File: src/rtl/myc64_pkg.sv
// Shared types for the C64 .PRG loader.
// Loader FSM states and header length.
package myc64_pkg;

  typedef enum logic [2:0] {
    LDR_IDLE,
    LDR_HDR_LO,
    LDR_HDR_HI,
    LDR_DATA,
    LDR_DRAIN,
    LDR_DONE
  } ldr_state_e;

  localparam int PRG_HDR_BYTES = 2;

endpackage

File: src/rtl/myc64_sync_fifo.sv
// First-word-fall-through sync FIFO with flush.
// Ports: clk_i, rst_i, flush_i, push_i/din_i, pop_i/dout_o, full_o, empty_o.
module myc64_sync_fifo #(
  parameter int DW    = 8,
  parameter int DEPTH = 16
) (
  input  logic          clk_i,
  input  logic          rst_i,
  input  logic          flush_i,
  input  logic          push_i,
  input  logic [DW-1:0] din_i,
  input  logic          pop_i,
  output logic [DW-1:0] dout_o,
  output logic          full_o,
  output logic          empty_o
);
  localparam int AW = $clog2(DEPTH);

  logic [DW-1:0] mem_q [DEPTH];
  logic [AW-1:0] rd_q, wr_q;
  logic [AW:0]   cnt_q;
  logic          do_push, do_pop;

  assign full_o  = (cnt_q == (AW+1)'(DEPTH));
  assign empty_o = (cnt_q == '0);
  assign dout_o  = mem_q[rd_q];
  assign do_push = push_i & ~full_o & ~flush_i;
  assign do_pop  = pop_i & ~empty_o;

  always_ff @(posedge clk_i) begin
    if (do_push) mem_q[wr_q] <= din_i;
  end

  always_ff @(posedge clk_i) begin
    if (rst_i || flush_i) begin
      rd_q  <= '0;
      wr_q  <= '0;
      cnt_q <= '0;
    end else begin
      if (do_push) wr_q <= wr_q + AW'(1);
      if (do_pop)  rd_q <= rd_q + AW'(1);
      case ({do_push, do_pop})
        2'b10:   cnt_q <= cnt_q + (AW+1)'(1);
        2'b01:   cnt_q <= cnt_q - (AW+1)'(1);
        default: cnt_q <= cnt_q;
      endcase
    end
  end

endmodule

File: src/rtl/myc64_prg_loader.sv
// Streams a .PRG file (LE load address + payload) into C64 RAM via ext port.
// Ports: byte stream (i_data/i_valid/i_last/o_ready), ext write port, status.
module myc64_prg_loader
  import myc64_pkg::*;
#(
  parameter int FIFO_DEPTH = 16
) (
  input  logic        clk,
  input  logic        rst,
  input  logic        i_start,
  input  logic [7:0]  i_data,
  input  logic        i_valid,
  input  logic        i_last,
  output logic        o_ready,
  output logic        o_ext_we,
  output logic [15:0] o_ext_addr,
  output logic [7:0]  o_ext_data,
  input  logic        i_ext_ready,
  output logic        o_busy,
  output logic        o_done,
  output logic        o_error,
  output logic [15:0] o_end_addr
);

  ldr_state_e  state_q, state_d;
  logic [15:0] wp_q, wp_d;
  logic [15:0] addr_q, addr_d;
  logic [15:0] end_q, end_d;
  logic [7:0]  data_q, data_d;
  logic        we_q, we_d;
  logic        err_q, err_d;
  logic        done_q, done_d;
  logic        drop_q, drop_d;

  logic        f_push, f_pop, f_flush;
  logic        f_full, f_empty;
  logic [7:0]  f_dout;
  logic        rdy, acc, eng;

  myc64_sync_fifo #(
    .DW    (8),
    .DEPTH (FIFO_DEPTH)
  ) u_fifo (
    .clk_i   (clk),
    .rst_i   (rst),
    .flush_i (f_flush),
    .push_i  (f_push),
    .din_i   (i_data),
    .pop_i   (f_pop),
    .dout_o  (f_dout),
    .full_o  (f_full),
    .empty_o (f_empty)
  );

  assign eng = (state_q == LDR_DATA) || (state_q == LDR_DRAIN);

  always_comb begin
    state_d = state_q;
    wp_d    = wp_q;
    addr_d  = addr_q;
    data_d  = data_q;
    we_d    = we_q;
    err_d   = err_q;
    drop_d  = drop_q;
    end_d   = end_q;
    done_d  = 1'b0;
    f_push  = 1'b0;
    f_pop   = 1'b0;
    f_flush = 1'b0;
    rdy     = 1'b0;
    unique case (state_q)
      LDR_IDLE, LDR_DONE: begin
        if (i_start) begin
          state_d = LDR_HDR_LO;
          err_d   = 1'b0;
          drop_d  = 1'b0;
        end
      end
      LDR_HDR_LO: rdy = 1'b1;
      LDR_HDR_HI: rdy = 1'b1;
      LDR_DATA:   rdy = drop_q | ~f_full;
      LDR_DRAIN: begin
        if (f_empty && !we_q) state_d = LDR_DONE;
      end
      default: state_d = LDR_IDLE;
    endcase
    acc = i_valid & rdy;
    if (acc) begin
      unique case (state_q)
        LDR_HDR_LO: begin
          wp_d[7:0] = i_data;
          state_d   = LDR_HDR_HI;
          // A file that ends inside the header is unusable.
          if (i_last) begin
            err_d   = 1'b1;
            wp_d    = '0;
            state_d = LDR_DONE;
          end
        end
        LDR_HDR_HI: begin
          wp_d[15:8] = i_data;
          state_d    = i_last ? LDR_DONE : LDR_DATA;
        end
        LDR_DATA: begin
          f_push = ~drop_q;
          if (i_last) state_d = drop_q ? LDR_DONE : LDR_DRAIN;
        end
        default: ;
      endcase
    end
    if (eng && we_q && i_ext_ready) begin
      wp_d = wp_q + 16'd1;
      we_d = 1'b0;
      // Committed the top byte of RAM with payload still to come:
      // discard everything else and finish with a wrapped pointer.
      if (wp_q == 16'hFFFF &&
          (!f_empty || state_q == LDR_DATA)) begin
        err_d   = 1'b1;
        f_flush = 1'b1;
        f_push  = 1'b0;
        if (state_q == LDR_DRAIN || (acc && i_last))
          state_d = LDR_DONE;
        else
          drop_d = 1'b1;
      end
    end else if (eng && !we_q && !f_empty && !drop_q) begin
      f_pop  = 1'b1;
      addr_d = wp_q;
      data_d = f_dout;
      we_d   = 1'b1;
    end
    if (state_d == LDR_DONE && state_q != LDR_DONE) begin
      done_d = 1'b1;
      end_d  = wp_d;
    end
  end

  always_ff @(posedge clk) begin
    if (rst) begin
      state_q <= LDR_IDLE;
      wp_q    <= '0;
      addr_q  <= '0;
      data_q  <= '0;
      we_q    <= 1'b0;
      err_q   <= 1'b0;
      done_q  <= 1'b0;
      drop_q  <= 1'b0;
      end_q   <= '0;
    end else begin
      state_q <= state_d;
      wp_q    <= wp_d;
      addr_q  <= addr_d;
      data_q  <= data_d;
      we_q    <= we_d;
      err_q   <= err_d;
      done_q  <= done_d;
      drop_q  <= drop_d;
      end_q   <= end_d;
    end
  end

  assign o_ready    = rdy;
  assign o_ext_we   = we_q;
  assign o_ext_addr = addr_q;
  assign o_ext_data = data_q;
  assign o_busy     = (state_q == LDR_HDR_LO) || (state_q == LDR_HDR_HI) ||
                      (state_q == LDR_DATA)   || (state_q == LDR_DRAIN);
  assign o_done     = done_q;
  assign o_error    = err_q;
  assign o_end_addr = end_q;

endmodule

File: config.mk
export PLATFORM = sky130hd
export DESIGN_NAME = myc64_prg_loader
export DESIGN_NICKNAME = d
export VERILOG_FILES = /design/src/rtl/myc64_pkg.sv /design/src/rtl/myc64_sync_fifo.sv /design/src/rtl/myc64_prg_loader.sv
export SDC_FILE = /design/constraint.sdc
export NUM_CORES = 1
export LEC_CHECK = 0
export CAP_MARGIN = 10
export CORE_ASPECT_RATIO = 0.7
export CORE_MARGIN = 2
export CORE_UTILIZATION = 50
export DETAILED_ROUTE_END_ITERATION = 12
export PLACE_DENSITY = 0.77
export SYNTH_ARGS = -nofsm -noshare
export SYNTH_HDL_FRONTEND = slang
export SYNTH_SLANG_ARGS = --single-unit
export TNS_END_PERCENT = 20
File: constraint.sdc
create_clock -name clk -period 3.1 [get_ports clk]
set_clock_uncertainty 0.15 [all_clocks]
set_input_delay 0.775 -clock clk [delete_from_list [all_inputs] [get_ports clk]]
set_output_delay 0.775 -clock clk [all_outputs]
set_load 0.005 [all_outputs]
==> metrics.md, run 1 <==
| Metric | Value |
|---|---|
| Num rows | 39 |
| Largest stage delay, worst path | 0.53 ns |
| Starting DRT DRC Count | 697 |
| Largest delay share family, worst path | buffers and inverters |
| Min-Delay Path Class | register to register |
| Ant diodes | 0 |
| Fin. max-slew vios | 0 |
| Slew headroom | 52.0% |
| CP required | around 2.2 ns |
| Root Driver | clkbuf_16 |
| Maxcap violations | 0 |
| DRC Markers | 0 |
| Setup-failing EPs final | 0 |
| CTS Buf Count | 20 |
| Vias/cell | 5.90 |
| Worst path buffer plus inverter count | 3 |
| Critical path class | register to output port |
| H-tree depth | 1 |
| Slowest CP cell | clkdlybuf4s50_1 |
| Area occupied by registers | 0.00537 mm^2 |
| Post-synthesis mux area share | 11.9% |
| Worst-margin pin slew | 0.717 ns |
| Post-Place Cells | 927 |
| Pleak | 0.00338 uW |
| Max Freq | 0.333 GHz |
| Synthesized area | 0.00848 mm^2 |
| Most used cells in the layout excluding fill and tap cells | edfxtp_1 (128), nand2_1 (77), dfxtp_1 (72), buf_4 (61), clkdlybuf4s50_1 (56) |
| Starting Density | between 50% and 60% |
| CTS tree | done |
| DR pass1 iterations | 7 |
| RSZ-0062 raised after global routing | false |
| Gate power share | 5.4% |
| DRT Wirelength | 20.2 mm |
| Worst EP arrival | 2.08 ns |
| Ys flop type | edfxtp_1 |
| Syn. warnings | 0 |
| Total die area | between 0.015 and 0.02 mm^2 |
| GRT Util Overall | 23.1% |
| Sw frac | 21.1% |
| GPL Wtd Cong | 0.892 |
| Multi-input gate area | between 0.002 and 0.003 mm^2 |
| Worst skew pair latency | 0.50 ns |
| CP endpoint kind | output port |
| Crit path time final | 3.00 ns |
| Vias in the first global route | 5592 |
| XOR/XNOR share of the synthesized area | 1.14% |
| Final Cycle Share | 96.9% |
| Clock power share | 41.8% |
| #FFs+latches synth | approximately 200 |
| TritonCTS Sinks | 204 |
| Largest net degree at the start of global routing | 36 |
| Adder-cell share of the synthesized area | between 1.5 and 2% |
| Area Growth Syn to Fin | 22.2% |
| CP most frequent cell | buf_4 |
| Non-filler instance count after layout | 963 |
| Core footprint | around 0.016 mm^2 |
| Syn Area/Cell | 13.7 um^2 |
| Commonest non-fill, non-tap cell in the layout | edfxtp_1 |
| Post-synthesis sequential area ratio | 63.3% |
| Die span in y | 113 um |
| Syn_nets | 646 |
| Synthesized instance count | 621 |
| Asr flop ratio synth | 0% |
| # nets final | 750 |
| Total chip power | approximately 5500 uW |
| Status | complete, no violations |
| Post-synthesis compound-gate area fraction | 8.12% |
| GRT overflow | 0 |
| Wire per inst | 20.9 um |
| Die X | 160 um |
| CP Launch Type | register |
| Initial antenna violation count | 0 |
| Final hold viol count | 0 |
| EDFF count, synth | between 100 and 150 |
| Maximum vdd drop | 0.000530 V |
| Post-DRT Antenna Nets | 0 |
| Hold buffer count at cts | 0 |
| Simple logic cell fraction of the synthesized area | 11.1% |
| Clock-pin slew on the worst setup and hold paths | 0.06 ns |
| Top Ports | between 50 and 60 |
| Fill cell count | 1203 |
| Crit-path cells | buf_4 > nor4_4 > buf_4 > and4_1 > nor3_1 > clkdlybuf4s50_1 |
| HPWL after detailed placement | 13.8 mm |
| Clock Tree Buf Depth | 3 |
| First-pass GRT wire length | 32.3 mm |
| DR vias | 5681 |
| Share of layout cells above drive strength 1 | 22.6% |
| Internal Power | 4370 uW |
| Synth unique cells | 58 |
| Sw Pwr | about 1200 uW |
| Largest family of logic cells by synthesized area | multiplexers |
| Reg power frac | 52.8% |
| Power per cell area | 534 mW/mm^2 |
| Maximum fanout along the worst path | 4 |
| Buffers on Ports | 58 |
## metrics by stage
stage / setup slack, ns / hold WS [ns] / util [%] / instance area [um^2] / TNS [ns]
4_1_cts: 0.0111 / 0.307 / 62.8 / 10300 / 0
2_1_floorplan: 0.0190 / 0.303 / - / 8510 / 0
3_5_place_dp: -0.536 / 0.299 / 58.9 / 9690 / -5.62
6_report: 0.0954 / 0.304 / 63.0 / 10400 / 0
3_3_place_gp: -0.442 / 0.295 / 58.9 / 9690 / -4.18
5_1_grt: 0.00870 / 0.319 / 63.0 / 10400 / 0
## registers in the layout, indices dropped and copies added, names as in the netlist, 3 cells and up
signal        cells
u_fifo.mem_q    128
o_end_addr       16
o_ext_data        8
u_fifo.rd_q       4
u_fifo.cnt_q      5
wp_q             16
o_ext_addr       16
state_q           3
u_fifo.wr_q       4
## synth_stat cells (10+ instances only)
cell type | number | share of area, %
nor2_1 | 40 | 1.8
edfxtp_1 | 128 | 45
a21oi_1 | 43 | 2.5
nand4_1 | 13 | 0.96
a31oi_1 | 10 | 0.74
o211ai_1 | 10 | 0.89
dfxtp_1 | 76 | 18
ha_1 | 10 | 1.5
nand2_1 | 77 | 3.4
clkbuf_1 | 22 | 0.97
mux4_2 | 40 | 11
inv_1 | 16 | 0.71
nor3_1 | 11 | 0.65
## cell type report
class                   instances  share of cell area (%)
flip-flops and latches        204                    51.8
well taps                     225                    2.72
multi-input cells             362                    28.5
clock buffers                  28                    5.33
inverters                      16                   0.580
clock inverters                 7                   0.640
repair buffers                121                    10.4
## worst reg2reg max path: cells and delay by family, from the launching register on
family / cells / cell delay, ns
AND/OR/NAND/NOR: 5 / 0.91
AO/OA/AOI/OAI: 3 / 0.62
adder cells (fa/ha/maj): 2 / 0.50
flip-flops: 1 / 0.46
buffers and inverters: 2 / 0.13
XOR/XNOR: 1 / 0.13
## power groups by stage
| stage | clock network, uW | registers, uW | logic [uW] |
|---|---|---|---|
| 6_report | 2310 | 2920 | 302 |
| 5_1_grt | 2450 | 2920 | 327 |
| 4_1_cts | 2340 | 2920 | 297 |
| 3_5_place_dp | 0 | 2980 | 294 |
| 3_3_place_gp | 0 | 2980 | 285 |
| 2_1_floorplan | 0 | 2980 | 137 |
## cell families (layout without fill, tap and decap cells)
kind of cell	Yosys count	after routing
buf+inv	55	172
compound gates	98	98
flops	204	204
fa+ha+maj	11	11
xor+xnor	11	11
mux	48	48
simple gates	194	194
## worst paths after layout
check	start	to	slack, ns	cells past startpoint
setup / recovery	u_fifo.cnt_q[0]$_SDFFE_PP0P_	o_ready	0.1	6
hold / removal	o_ext_data[7]$_SDFFE_PP0P_	o_ext_data[7]$_SDFFE_PP0P_	0.30	2
setup reg to reg	wp_q[5]$_SDFF_PP0_	u_fifo.cnt_q[4]$_SDFFE_PP0P_	0.12	13
hold reg to reg	o_ext_data[7]$_SDFFE_PP0P_	o_ext_data[7]$_SDFFE_PP0P_	0.30	2
## repair_timing
action                                  in CTS  in global routing
pin swaps                                    0                  4
buffers inserted                             0                  1
gates resized for setup                      3                  8
endpoints found under the setup margin       2                  3
## routing by layer
| layer | wire (um) | vias to the layer above | GRT usage [%] |
|---|---|---|---|
| li1 | - | 2567 | - |
| met1 | 9330 | 2792 | 36.4 |
| met2 | 8780 | 287 | 33.4 |
| met3 | 1720 | 35 | 4.51 |
| met4 | 320 | 0 | 4.91 |
| met5 | 0 | - | 0 |
(Power assumes the default switching activity.)
==> inputs of run 2 (changes only) <==
--- a/config.mk
+++ b/config.mk
@@ -9,6 +9,7 @@
 export CORE_ASPECT_RATIO = 0.7
 export CORE_MARGIN = 2
 export CORE_UTILIZATION = 50
+export CTS_CLUSTER_DIAMETER = 150
 export DETAILED_ROUTE_END_ITERATION = 12
 export PLACE_DENSITY = 0.77
 export SYNTH_ARGS = -nofsm -noshare
==> results of run 2 <==
The final DEF is identical to that of run 1; final timing and power are the same.
==> inputs of run 3 (changes only) <==
--- a/config.mk
+++ b/config.mk
@@ -5,6 +5,7 @@
 export SDC_FILE = /design/constraint.sdc
 export NUM_CORES = 1
 export LEC_CHECK = 0
+export ABC_AREA = 1
 export CAP_MARGIN = 10
 export CORE_ASPECT_RATIO = 0.7
 export CORE_MARGIN = 2
==> run 3 against run 2 <==
Global-route usage increased by 1.3 points. Cell count grew 29%. Via count up 24%. Combinational power increased by 110%. First-iteration DRC count rose by 14%. Sequential power up 3%. Utilization decreased by 1.6 points. Maximum frequency rose by 0.58%. Synthesized cell count is 47% higher. Die area grew 3.7%. Clock power hardly changed. Setup slack improved by 0.017 ns. Largest power group unchanged. Highest routed layer unchanged.
==> metrics.md, run 3 <==
| Metric | Value |
|---|---|
| Worst hold start | o_ext_addr[9]$_SDFFE_PP0P_ |
| Wire per inst | 18.2 um |
| Final Cycle Share | 96.4% |
| CTS tree | done |
| DR pass1 iterations | 5 |
| GRT overflow | 0 |
| #FFs+latches synth | 204 |
| Syn. warnings | 0 |
| Vias/cell | about 5.7 |
| Post-synthesis compound-gate area fraction | a little over an eighth |
| Multi-input gate area | around 0.0030 mm^2 |
| Largest family of logic cells by synthesized area | simple AND/OR/NAND/NOR gates |
| Commonest non-fill, non-tap cell in the layout | nor2_1 |
| Post-synthesis mux area share | 0% |
| Worst skew pair latency | 0.49 ns |
| Synth unique cells | 42 |
| Reg with most FFs | u_fifo.mem_q |
| Yosys top cell by area | edfxtp_1 |
| Post-route setup TNS | 0 ns |
| Starting DRT DRC Count | approximately 800 |
| Root Driver | clkbuf_16 |
| Maximum vdd drop | 0.000293 V |
| CP Launch Type | register |
| Worst EP arrival | ~3.2 ns |
| Min-Delay Path Class | register to register |
| Fin. max-slew vios | 0 |
| Maximum fanout along the worst path | 3 |
| Top Ports | 59 |
| Fill cell count | between 1000 and 1500 |
| Synthesized area | 0.00880 mm^2 |
| Pleak | ~0.004 uW |
| Final hold viol count | 0 |
| Post-DRT Antenna Nets | 0 |
| H-tree depth | 1 |
| Setup-failing EPs final | 0 |
| DRT Wirelength | 22.6 mm |
| DRC Markers | 0 |
| Share of layout cells above drive strength 1 | 11.8% |
| Total die area | between 0.015 and 0.02 mm^2 |
| Area Growth Syn to Fin | 20.1% |
| Final core occ | 61.4% |
| Ys flop type | edfxtp_1 |
| Slew headroom | between 50% and 60% |
| Clock-pin slew on the worst setup and hold paths | 0.07 ns |
| Crit path time final | 2.99 ns |
| Maxcap violations | 0 |
| Ant diodes | 0 |
| Reg2reg start | wp_q[1]$_SDFF_PP0_ |
| Synthesized instance count | 910 |
| Worst Hold Depth | 2 |
| TritonCTS Sinks | 204 |
| Worst Hold Path EP | o_ext_addr[9]$_SDFFE_PP0P_ |
| Dominant cells by area after synthesis | edfxtp_1 (44%), dfxtp_1 (17%), nor2_1 (7.1%) |
| Setup slack, reg-to-reg | 0.11 ns |
| Reg2reg end | u_fifo.cnt_q[4]$_SDFFE_PP0P_ |
| Power per cell area | 567 mW/mm^2 |
| Adder-cell share of the synthesized area | 1.65% |
| Area occupied by registers | ~0.0054 mm^2 |
| Largest net degree at the start of global routing | 66 |
| Setup WS post-layout | 0.113 ns |
| Max Freq | 0.335 GHz |
| Syn Area/Cell | 9.68 um^2 |
| Slowest CP cell | fa_2 |
| Clock Tree Buf Depth | 3 |
| Max reg flops | ~130 |
| Initial antenna violation count | 0 |
| First-pass GRT wire length | between 30 and 40 mm |
| R2R depth | 17 |
| Die X | 163 um |
| Starting Density | 51.1% |
| Simple logic cell fraction of the synthesized area | between 10% and 20% |
| Most frequent cell after synthesis | nor2_1 |
| Post-synth top cells | nor2_1 (166), edfxtp_1 (128), nand2_1 (110), o21ai_0 (100), dfxtp_1 (76) |
| HPWL after detailed placement | 15.4 mm |
| Num rows | 40 |
| EDFF count, synth | between 100 and 150 |
| Final hold slack | about 0.31 ns |
| XOR/XNOR share of the synthesized area | 0.597% |
| CTS Buf Count | 20 |
| Status | complete, no violations |
| Crit-path cells | ha_4 > nand2_2 > nor3_4 > nand2_2 > nor2_4 > nand4_1 > nand2_2 > ha_4 > inv_1 > fa_2 > inv_2 > a21oi_2 > o21bai_1 > o21ai_1 > a21o_1 > o21ai_2 > a21oi_1 |
| Top cell type's share of synthesized area | 43.7% |
| CP most frequent cell | nand2_2 |
| CP endpoint kind | register |
| Critical path class | register to register |
| GRT Util Overall | 24.4% |
| # nets final | between 1000 and 1500 |
| Die span in y | 115 um |
| Core footprint | 0.0172 mm^2 |
| Worst-margin pin slew | 0.708 ns |
| GPL Wtd Cong | approximately 0.94 |
| Buffers on Ports | 58 |
| Largest stage delay, worst path | 0.37 ns |
| Place WS | -0.282 ns |
| Asr flop ratio synth | 0% |
| Most used cells in the layout excluding fill and tap cells | nor2_1 (165), edfxtp_1 (128), nand2_1 (109), o21ai_0 (98), dfxtp_1 (73) |
| CP required | approximately 3.3 ns |
| DR vias | 7040 |
| Vias in the first global route | 6571 |
| Post-synthesis sequential area ratio | between 60 and 70% |
| Syn_nets | 935 |
## run 3: power by group
part | switching [uW] | leakage (uW) | internal [uW]
Clock | 988 | 0.000300 | 1350
Combinational | 386 | 0.00189 | 262
Sequential | 63.2 | 0.00177 | 2950
## run 3: worst max-delay path by stage
stage	from	end	slack (ns)	cells after the start
global route	wp_q[1]$_SDFF_PP0_	u_fifo.cnt_q[4]$_SDFFE_PP0P_	-0.02	17
CTS	wp_q[0]$_SDFF_PP0_	u_fifo.cnt_q[4]$_SDFFE_PP0P_	0.06	17
floorplan	wp_q[0]$_SDFF_PP0_	u_fifo.cnt_q[4]$_SDFFE_PP0P_	0.1	17
global placement	i_ext_ready	u_fifo.cnt_q[4]$_SDFFE_PP0P_	-0.15	17
finish	wp_q[1]$_SDFF_PP0_	u_fifo.cnt_q[4]$_SDFFE_PP0P_	0.11	17
detailed placement	i_ext_ready	u_fifo.cnt_q[4]$_SDFFE_PP0P_	-0.28	17
## run 3: layout make-up
cell class	count	area share, %
Inverter	77	2.74
Sequential cell	204	50.8
Timing Repair Buffer	111	9.37
Tap cell	231	2.73
Multi-Input combinational cell	586	28.5
Clock buffer	28	5.31
Clock inverter	8	0.627
## run 3: metal layers
layer	track usage, %	share of wire [%]
met3	5.38	10
met1	36.6	45
met2	36.6	43
met4	5.19	1.8
met5	0	0
## run 3: cell families after synthesis
logic type,after synthesis
AO/OA/AOI/OAI,200
AND/OR/NAND/NOR,369
adder cells (fa/ha/maj),11
XOR/XNOR,6
flip-flops,204
buffers and inverters,120
## run 3: what timing repair did
item,CTS,global route
hold buffers,0,0
gates resized for setup,1,14
pin swaps,0,10
setup buffers,0,1
setup endpoints to repair,1,1
## run 3: critical path: cells and delay by family, from the launching register on
family / cells / cell delay, ns
fa+ha+maj: 3 / 0.64
compound gates: 6 / 0.71
simple gates: 6 / 0.91
buf+inv: 2 / 0.12
flops: 1 / 0.35
## run 3: metrics by stage
| stage | power [uW] | instance area [um^2] | instances |
|---|---|---|---|
| 3_5_place_dp | 3700 | 9890 | 1208 |
| 5_1_grt | 6220 | 10600 | 1245 |
| 3_3_place_gp | 3680 | 9890 | 1208 |
| 4_1_cts | 6010 | 10500 | 1244 |
| 6_report | 6000 | 10600 | 1245 |
| 2_1_floorplan | 3420 | 8800 | 910 |
